### config.mk
export PLATFORM = sky130hd
export DESIGN_NAME = psum_accum_writer
export DESIGN_NICKNAME = d
export VERILOG_FILES = /design/src/rtl/psum_pkg.sv /design/src/rtl/psum_sat_adder.sv /design/src/rtl/psum_accum_writer.sv
export SDC_FILE = /design/constraint.sdc
export NUM_CORES = 1
export LEC_CHECK = 0
export ABC_AREA = 1
export CORE_ASPECT_RATIO = 0.75
export CORE_MARGIN = 3
export CORE_UTILIZATION = 53
export CTS_CLUSTER_DIAMETER = 150
export DETAILED_ROUTE_END_ITERATION = 8
export PLACE_DENSITY = 0.79
export SYNTH_ARGS = -nofsm -noshare
export SYNTH_HDL_FRONTEND = slang
export SYNTH_HIERARCHICAL = 1
export SYNTH_SLANG_ARGS = --single-unit
### constraint.sdc
create_clock -name clk -period 5.88 [get_ports clk]
set_clock_uncertainty 0.15 [all_clocks]
set_input_delay 1.176 -clock clk [delete_from_list [all_inputs] [get_ports clk]]
set_output_delay 1.176 -clock clk [all_outputs]
set_load 0.01 [all_outputs]
### src/rtl/psum_pkg.sv
// Shared widths, FSM state type and SRAM address packing for the psum accumulation writer.
package psum_pkg;

    localparam int PSUM_N_IDX_W  = 3;
    localparam int PSUM_CH_IDX_W = 8;
    localparam int PSUM_ROW_W    = 6;
    localparam int PSUM_COL_W    = 6;
    localparam int PSUM_DATA_W   = 16;
    localparam int PSUM_ADDR_W   = PSUM_N_IDX_W + PSUM_CH_IDX_W + PSUM_ROW_W + PSUM_COL_W;

    typedef enum logic [1:0] {
        IDLE  = 2'd0,
        RUN   = 2'd1,
        DRAIN = 2'd2,
        DONE  = 2'd3
    } psum_state_e;

    function automatic logic [PSUM_ADDR_W-1:0] psum_pack_addr(
        input logic [PSUM_N_IDX_W-1:0]  n_idx,
        input logic [PSUM_CH_IDX_W-1:0] ch_idx,
        input logic [PSUM_ROW_W-1:0]    row_idx,
        input logic [PSUM_COL_W-1:0]    col_idx
    );
        return {n_idx, ch_idx, row_idx, col_idx};
    endfunction

endpackage

### src/rtl/psum_sat_adder.sv
// Combinational signed adder for psum accumulation; wraps by default, clamps when
// PSUM_SATURATE_EN is defined. ovf_o flags signed overflow of the raw sum either way.
module psum_sat_adder
    import psum_pkg::*;
#(
    parameter int DATA_W = PSUM_DATA_W
) (
    input  logic signed [DATA_W-1:0] a_i,
    input  logic signed [DATA_W-1:0] b_i,
    output logic signed [DATA_W-1:0] sum_o,
    output logic                     ovf_o
);

    logic signed [DATA_W-1:0] raw_sum;

    assign raw_sum = a_i + b_i;
    // Overflow only when both operands share a sign that the result does not.
    assign ovf_o   = (a_i[DATA_W-1] == b_i[DATA_W-1]) && (raw_sum[DATA_W-1] != a_i[DATA_W-1]);

`ifdef PSUM_SATURATE_EN
    localparam logic signed [DATA_W-1:0] SAT_MAX = {1'b0, {(DATA_W-1){1'b1}}};
    localparam logic signed [DATA_W-1:0] SAT_MIN = {1'b1, {(DATA_W-1){1'b0}}};

    assign sum_o = ovf_o ? (a_i[DATA_W-1] ? SAT_MIN : SAT_MAX) : raw_sum;
`else
    assign sum_o = raw_sum;
`endif

endmodule

### src/rtl/psum_accum_writer.sv
// Read-modify-write psum accumulator with C/D write forwarding and generator backpressure.
// Optional PSUM_SATURATE_EN: saturating add plus a per-job sticky sat_flag output.
//
// state | meaning
// IDLE  | waiting for start; first_pass sampled on start
// RUN   | accepting beats while mem_grant is high
// DRAIN | generator finished; letting stages B and C empty
// DONE  | single-cycle done pulse
module psum_accum_writer
    import psum_pkg::*;
#(
    parameter int N_IDX_W  = PSUM_N_IDX_W,
    parameter int CH_IDX_W = PSUM_CH_IDX_W,
    parameter int ROW_W    = PSUM_ROW_W,
    parameter int COL_W    = PSUM_COL_W,
    parameter int DATA_W   = PSUM_DATA_W
) (
`ifdef PSUM_SATURATE_EN
    output logic                                        sat_flag,
`endif
    input  logic                                        clk,
    input  logic                                        reset,
    input  logic                                        start,
    input  logic                                        first_pass,
    input  logic                                        gen_done,
    input  logic                                        in_valid,
    input  logic [N_IDX_W-1:0]                          psum_index,
    input  logic [CH_IDX_W-1:0]                         channel_index,
    input  logic [ROW_W-1:0]                            row_index,
    input  logic [COL_W-1:0]                            col_index,
    input  logic signed [DATA_W-1:0]                    psum_in,
    input  logic                                        mem_grant,
    output logic                                        await,
    output logic                                        rd_en,
    output logic [N_IDX_W+CH_IDX_W+ROW_W+COL_W-1:0]     rd_addr,
    input  logic signed [DATA_W-1:0]                    rd_data,
    output logic                                        wr_en,
    output logic [N_IDX_W+CH_IDX_W+ROW_W+COL_W-1:0]     wr_addr,
    output logic signed [DATA_W-1:0]                    wr_data,
    output logic                                        busy,
    output logic                                        done
);

    localparam int ADDR_W = N_IDX_W + CH_IDX_W + ROW_W + COL_W;

    psum_state_e              state_q, state_d;
    logic                     first_pass_q;
    logic                     accept;
    logic [ADDR_W-1:0]        addr_a;

    logic                     valid_b_q, valid_c_q, valid_d_q;
    logic [ADDR_W-1:0]        addr_b_q, addr_c_q, addr_d_q;
    logic signed [DATA_W-1:0] data_b_q, sum_c_q, sum_d_q;
    logic signed [DATA_W-1:0] old_b, sum_b;
    logic                     add_ovf;

    assign addr_a  = {psum_index, channel_index, row_index, col_index};
    assign accept  = in_valid & ~await;
    assign rd_en   = accept & ~first_pass_q;
    assign rd_addr = rd_en ? addr_a : '0;

    always_ff @(posedge clk or posedge reset) begin
        if (reset) begin
            state_q <= IDLE;
        end else begin
            state_q <= state_d;
        end
    end

    always_comb begin
        state_d = state_q;
        case (state_q)
            IDLE:    if (start) state_d = RUN;
            RUN:     if (gen_done) state_d = DRAIN;
            DRAIN:   if (!valid_b_q && !valid_c_q) state_d = DONE;
            DONE:    state_d = IDLE;
            default: state_d = IDLE;
        endcase
    end

    always_comb begin
        busy  = 1'b0;
        done  = 1'b0;
        await = 1'b1;
        case (state_q)
            RUN: begin
                busy  = 1'b1;
                await = ~mem_grant;
            end
            DRAIN:   busy = 1'b1;
            DONE:    done = 1'b1;
            default: ;
        endcase
    end

    always_ff @(posedge clk or posedge reset) begin
        if (reset) begin
            first_pass_q <= 1'b0;
        end else if (state_q == IDLE && start) begin
            first_pass_q <= first_pass;
        end
    end

    // Youngest in-flight write wins: C is newer than the D shadow.
    always_comb begin
        old_b = rd_data;
        if (first_pass_q) begin
            old_b = '0;
        end else if (valid_c_q && (addr_c_q == addr_b_q)) begin
            old_b = sum_c_q;
        end else if (valid_d_q && (addr_d_q == addr_b_q)) begin
            old_b = sum_d_q;
        end
    end

    psum_sat_adder #(
        .DATA_W (DATA_W)
    ) u_sat_adder (
        .a_i   (old_b),
        .b_i   (data_b_q),
        .sum_o (sum_b),
        .ovf_o (add_ovf)
    );

    always_ff @(posedge clk or posedge reset) begin
        if (reset) begin
            valid_b_q <= 1'b0;
            valid_c_q <= 1'b0;
            valid_d_q <= 1'b0;
            addr_b_q  <= '0;
            addr_c_q  <= '0;
            addr_d_q  <= '0;
            data_b_q  <= '0;
            sum_c_q   <= '0;
            sum_d_q   <= '0;
        end else begin
            valid_b_q <= accept;
            valid_c_q <= valid_b_q;
            valid_d_q <= valid_c_q;
            if (accept) begin
                addr_b_q <= addr_a;
                data_b_q <= psum_in;
            end
            if (valid_b_q) begin
                addr_c_q <= addr_b_q;
                sum_c_q  <= sum_b;
            end
            if (valid_c_q) begin
                addr_d_q <= addr_c_q;
                sum_d_q  <= sum_c_q;
            end
        end
    end

    assign wr_en   = valid_c_q;
    assign wr_addr = addr_c_q;
    assign wr_data = sum_c_q;

`ifdef PSUM_SATURATE_EN
    logic sat_flag_q;

    always_ff @(posedge clk or posedge reset) begin
        if (reset) begin
            sat_flag_q <= 1'b0;
        end else if (state_q == IDLE && start) begin
            sat_flag_q <= 1'b0;
        end else if (valid_b_q && add_ovf) begin
            sat_flag_q <= 1'b1;
        end
    end

    assign sat_flag = sat_flag_q;
`else
    logic unused_add_ovf;
    assign unused_add_ovf = add_ovf;
`endif

endmodule

### Word-level counts from Yosys, hierarchy flattened

Index checks and enable logic that the tools add are counted.

| storage, ports and cells | value |
|---|---|
| bits in registers | 123 |
| bits of input ports | 62 |
| output and inout bits | 67 |
| word-level logic and storage cells | 45 |

| operators by class | value |
|---|---|
| add/subtract/negate cells | 1 |
| equal/unequal tests | 8 |
| multiplexer cells | 11 |
| bitwise operators | 5 |
| reduce and logical (&&, ||, !) cells | 9 |

Operators with widths:

| operator | count |
|---|---|
| 16-bit 2-to-1 mux | 3 |
| 23-bit == test | 2 |
| 23-bit 2-to-1 mux | 1 |
| 16-bit adder | 1 |
| 2-bit case mux with 4 select lines | 1 |
| 2-bit 2-to-1 mux | 3 |
| 2-bit != test, second input constant | 3 |
| 2-bit == test, second input constant | 2 |
| 1-bit logical AND | 4 |
| 1-bit 2-to-1 mux | 3 |
| 1-bit NOT | 3 |
| 3-bit AND reduction | 1 |
| 1-bit AND | 2 |
| 2-bit by 1-bit == test with 1-bit output, second input constant | 1 |
| 1-bit zero test | 2 |
| 2-bit zero test | 1 |
| 2-bit OR reduction | 1 |

### Logic depth before layout (Yosys ltp)

| depth | value |
|---|---|
| word-level depth | 6 |
| depth in mapped cells | 23 |
| depth with buffers taken out | 23 |

### Modules after synthesis

The synthesis kept the hierarchy.

Modules (own cells, without submodules):

| module | instances | cells each | area each (um^2) | sequential area each (um^2) |
|---|---|---|---|---|
| psum_accum_writer | 1 | 827 | 6,060.8 | 3,078.0 |
| psum_sat_adder | 1 | 182 | 952.2 | 0.0 |

### Least setup slack after synthesis

Ideal clock, no wire load.

| path | value |
|---|---|
| path kind | input port to output port |
| from | input port in_valid |
| to | output port rd_addr[10] |
| arrival time | 2.101 ns |
| data required time | 4.554 ns |
| slack | 2.453 ns |
| stages on the path | 5 |
| path buffers | 1 |
| cells stage by stage | nand3_1 > clkinv_1 > clkbuf_1 > nand2_1 > nor2_1 |

| on the way | value |
|---|---|
| word-level cells in the longest chain between the ends | 3 |

RTL lines:

| element | line | RTL |
|---|---|---|
| start, declared | psum_accum_writer.sv:26 | `input logic in_valid,` |
| 1-bit AND | psum_accum_writer.sv:58 | `assign accept = in_valid & ~await;` |
| 1-bit AND | psum_accum_writer.sv:59 | `assign rd_en = accept & ~first_pass_q;` |
| 23-bit 2-to-1 mux | psum_accum_writer.sv:60 | `assign rd_addr = rd_en ? addr_a : '0;` |
| end, declared | psum_accum_writer.sv:35 | `output logic [N_IDX_W+CH_IDX_W+ROW_W+COL_W-1:0] rd_addr,` |

Every way passes these cells.

### Worst setup path after layout

| path | value |
|---|---|
| from | input port mem_grant |
| to | output port rd_addr[13] |

| on the way | value |
|---|---|
| word-level cells in the longest chain between the ends | 6 |

RTL lines:

| element | line | RTL |
|---|---|---|
| start, declared | psum_accum_writer.sv:32 | `input logic mem_grant,` |
| 1-bit NOT | psum_accum_writer.sv:88 | `await = ~mem_grant;` |
| 1-bit 2-to-1 mux | psum_accum_writer.sv:85 | `case (state_q)` |
| 1-bit NOT | psum_accum_writer.sv:58 |  |
| 1-bit AND | psum_accum_writer.sv:58 |  |
| 1-bit AND | psum_accum_writer.sv:59 |  |
| 23-bit 2-to-1 mux | psum_accum_writer.sv:60 |  |

Every way passes these cells.

==> results.yml <==
run_status:
  status: "complete, no violations"
timing:
  period_minus_slack_ns: 4.760
  rsz0062_at_grt: "no"
  fmax_mhz: 210.1
  post-route-period-util: 0.8095
  whs_ns: 0.3247
  layout_setup_ws_ns: 1.120
  setup_viol: 0
  slew_viol_final: 0
  slew_headroom: 0.2513
  worstMarginPinSlew_ns: 1.123
  hold_violations: 0
  fin_tns_setup_ns: 0
power_and_ir_drop:
  ir_drop_v: 0.0002898
  power.density_nw_per_um2: 514.8
  p_leak_nw: 4.608
global_routing:
  grt_max_degree: 58
  grt_first_pass_wirelength_microns: 31850
  overflow: 0
  met2_usage: 0.3712
  grt_pass1_vias: 6259
  busiest_layer: "met1"
  grt_antenna_before_repair: 0
  grt_usage: 0.2722
  met3_usage: 0.07755
  met1_usage: 0.4293
final_layout:
  final_layout_size_suffix_gt1_frac: 0.06321
  area_growth_pct: 27.90
  nNetsFinal: 1209
  fin_area_sq_um: 8954
  antenna_cells: 0
  fin_cells: 1305
setup_path:
  critPathMaxStageDelay_ns: 0.60
  critPathLaunchType: "primary input"
  r2r_end: "wr_data[14]"
  critPathLaunch: "mem_grant"
  worstSetupEndpoint: "rd_addr[13]"
  cp_max_fo: 48
  cp.buffers_inverters: 4
  path_class: "in2out"
  crit_required_ns: 4.55
  critPathCaptureType: "primary output"
  crit_chain: "clkdlybuf4s50_1 -> nand3_1 -> buf_4 -> inv_2 -> nand2_1 -> nor2_1 -> clkdlybuf4s50_1"
  cpLargestDelayFamily: "buffers and inverters"
  r2r_setup_slack_ns: 2.08
  reg2reg_from: "addr_b_q[0]"
  ff2ff_path_depth: 22
  crit_cells: 7
  cpMostUsedCell: "clkdlybuf4s50_1"
  cp_slowest_cell: "inv_2"
  arrival_ns: 3.43
floorplan:
  row_count: 35
  fp.dieArea_sq_um: 14640
  die_x_microns: 138.7
  start_util: 0.5551
  fp.dieH_microns: 105.5
  core_area_sq_um: 12610
  io_pins: 129
clocking:
  cts_buffer_depth: 2
  cts_buffers: 17
  clock_latency_ns: 0.42
  cts_tree: "yes"
  cts_sinks: 123
  cts_resized: 0
  ctsHoldBuffers: 0
  clk_pin_slew_ns: 0.06
  post-cts-setup-buffers: 0
  ctsRootBufferMaster: "clkbuf_16"
  htreeDepth: 4
worst_hold_path:
  hold_class: "reg2reg"
place:
  dp_cells: 1273
  dp_slack_ns: 1.145
  dpl.hpwl_microns: 13460
  place_congestion: 0.9008
  place_area_sq_um: 8364
  port_buffers: 128
routing:
  detail-route-antenna-nets: 0
  drc: 0
  vias: 6720
  wirelength_microns: 19390
  drtPass1Iterations: 5
  drt_iter0_drc: 616
  via_per_inst: 5.149
  wire_per_inst_microns: 14.86
yosys:
  syn_area_per_cell_sq_um: 6.959
  syn-num-nets: 1089
  yosys_warnings: 6
  netlist_instances: 1006
  netlist_area_sq_um: 7000
run:
  drv_cap: 0
[placed cells by master, fill, tap and decap left out, types with 12 or more instances in the layout]
cell type        count
inv_1              124
o21ai_0            100
clkbuf_16           17
dfrtp_1            122
nand3_1             26
ha_1                20
nor2_1              96
inv_2               12
nand4_1             17
clkdlybuf4s50_1    128
nand2_1            411
[state kept, by name (all words and copies together) (netlist names)]
signal,cells
data_b_q,16
first_pass_q,1
wr_data,16
valid_d_q,1
addr_d_q,23
sum_d_q,16
valid_b_q,1
wr_en,1
addr_b_q,23
state_q,2
wr_addr,23
[worst min-delay path, cell delays in order, from the launching register on]
cell	delay, ns
dfrtp_1	0.34
nand2_1	0.05
nand2_1	0.05
[how the worst min path moves through the flow]
stage / from / to / slack, ns / cells after the start
floorplan: valid_b_q / wr_en / 0.27 / 0
global placement: sum_d_q[12] / sum_d_q[12] / 0.30 / 2
detailed placement: sum_d_q[8] / sum_d_q[8] / 0.31 / 2
CTS: sum_d_q[8] / sum_d_q[8] / 0.32 / 2
global route: sum_d_q[8] / sum_d_q[8] / 0.34 / 2
finish: sum_d_q[11] / sum_d_q[11] / 0.32 / 2
[layout make-up]
class	instances	area [sq um]
tap	166	207.7
clock buffer	17	425.4
clock inverter	15	163.9
sequential	123	3079
inverter	137	516.7
multi-input combinational	711	3219
fill	1048	3659
timing repair buffer	136	1341
[metrics by stage]
step           power (mW)  utilization
4_1_cts             4.592       0.7099
5_1_grt             4.965       0.7099
3_5_place_dp        3.516       0.6632
2_1_floorplan       2.780            -
3_3_place_gp        3.482       0.6632
6_report            4.609       0.7099
[where the power goes]
group	switching [mW]	internal (mW)
combinational	1.15	0.796
sequential	0.378	1.24
clock	0.421	0.631
[metal layers]
| layer | routed length (microns) | part of all wire |
|---|---|---|
| met3 | 1976 | 0.10 |
| met2 | 7752 | 0.40 |
| met5 | 0 | 0 |
| met4 | 209 | 0.011 |
| met1 | 9447 | 0.49 |
No activity file was read; power rests on OpenSTA's default activity.
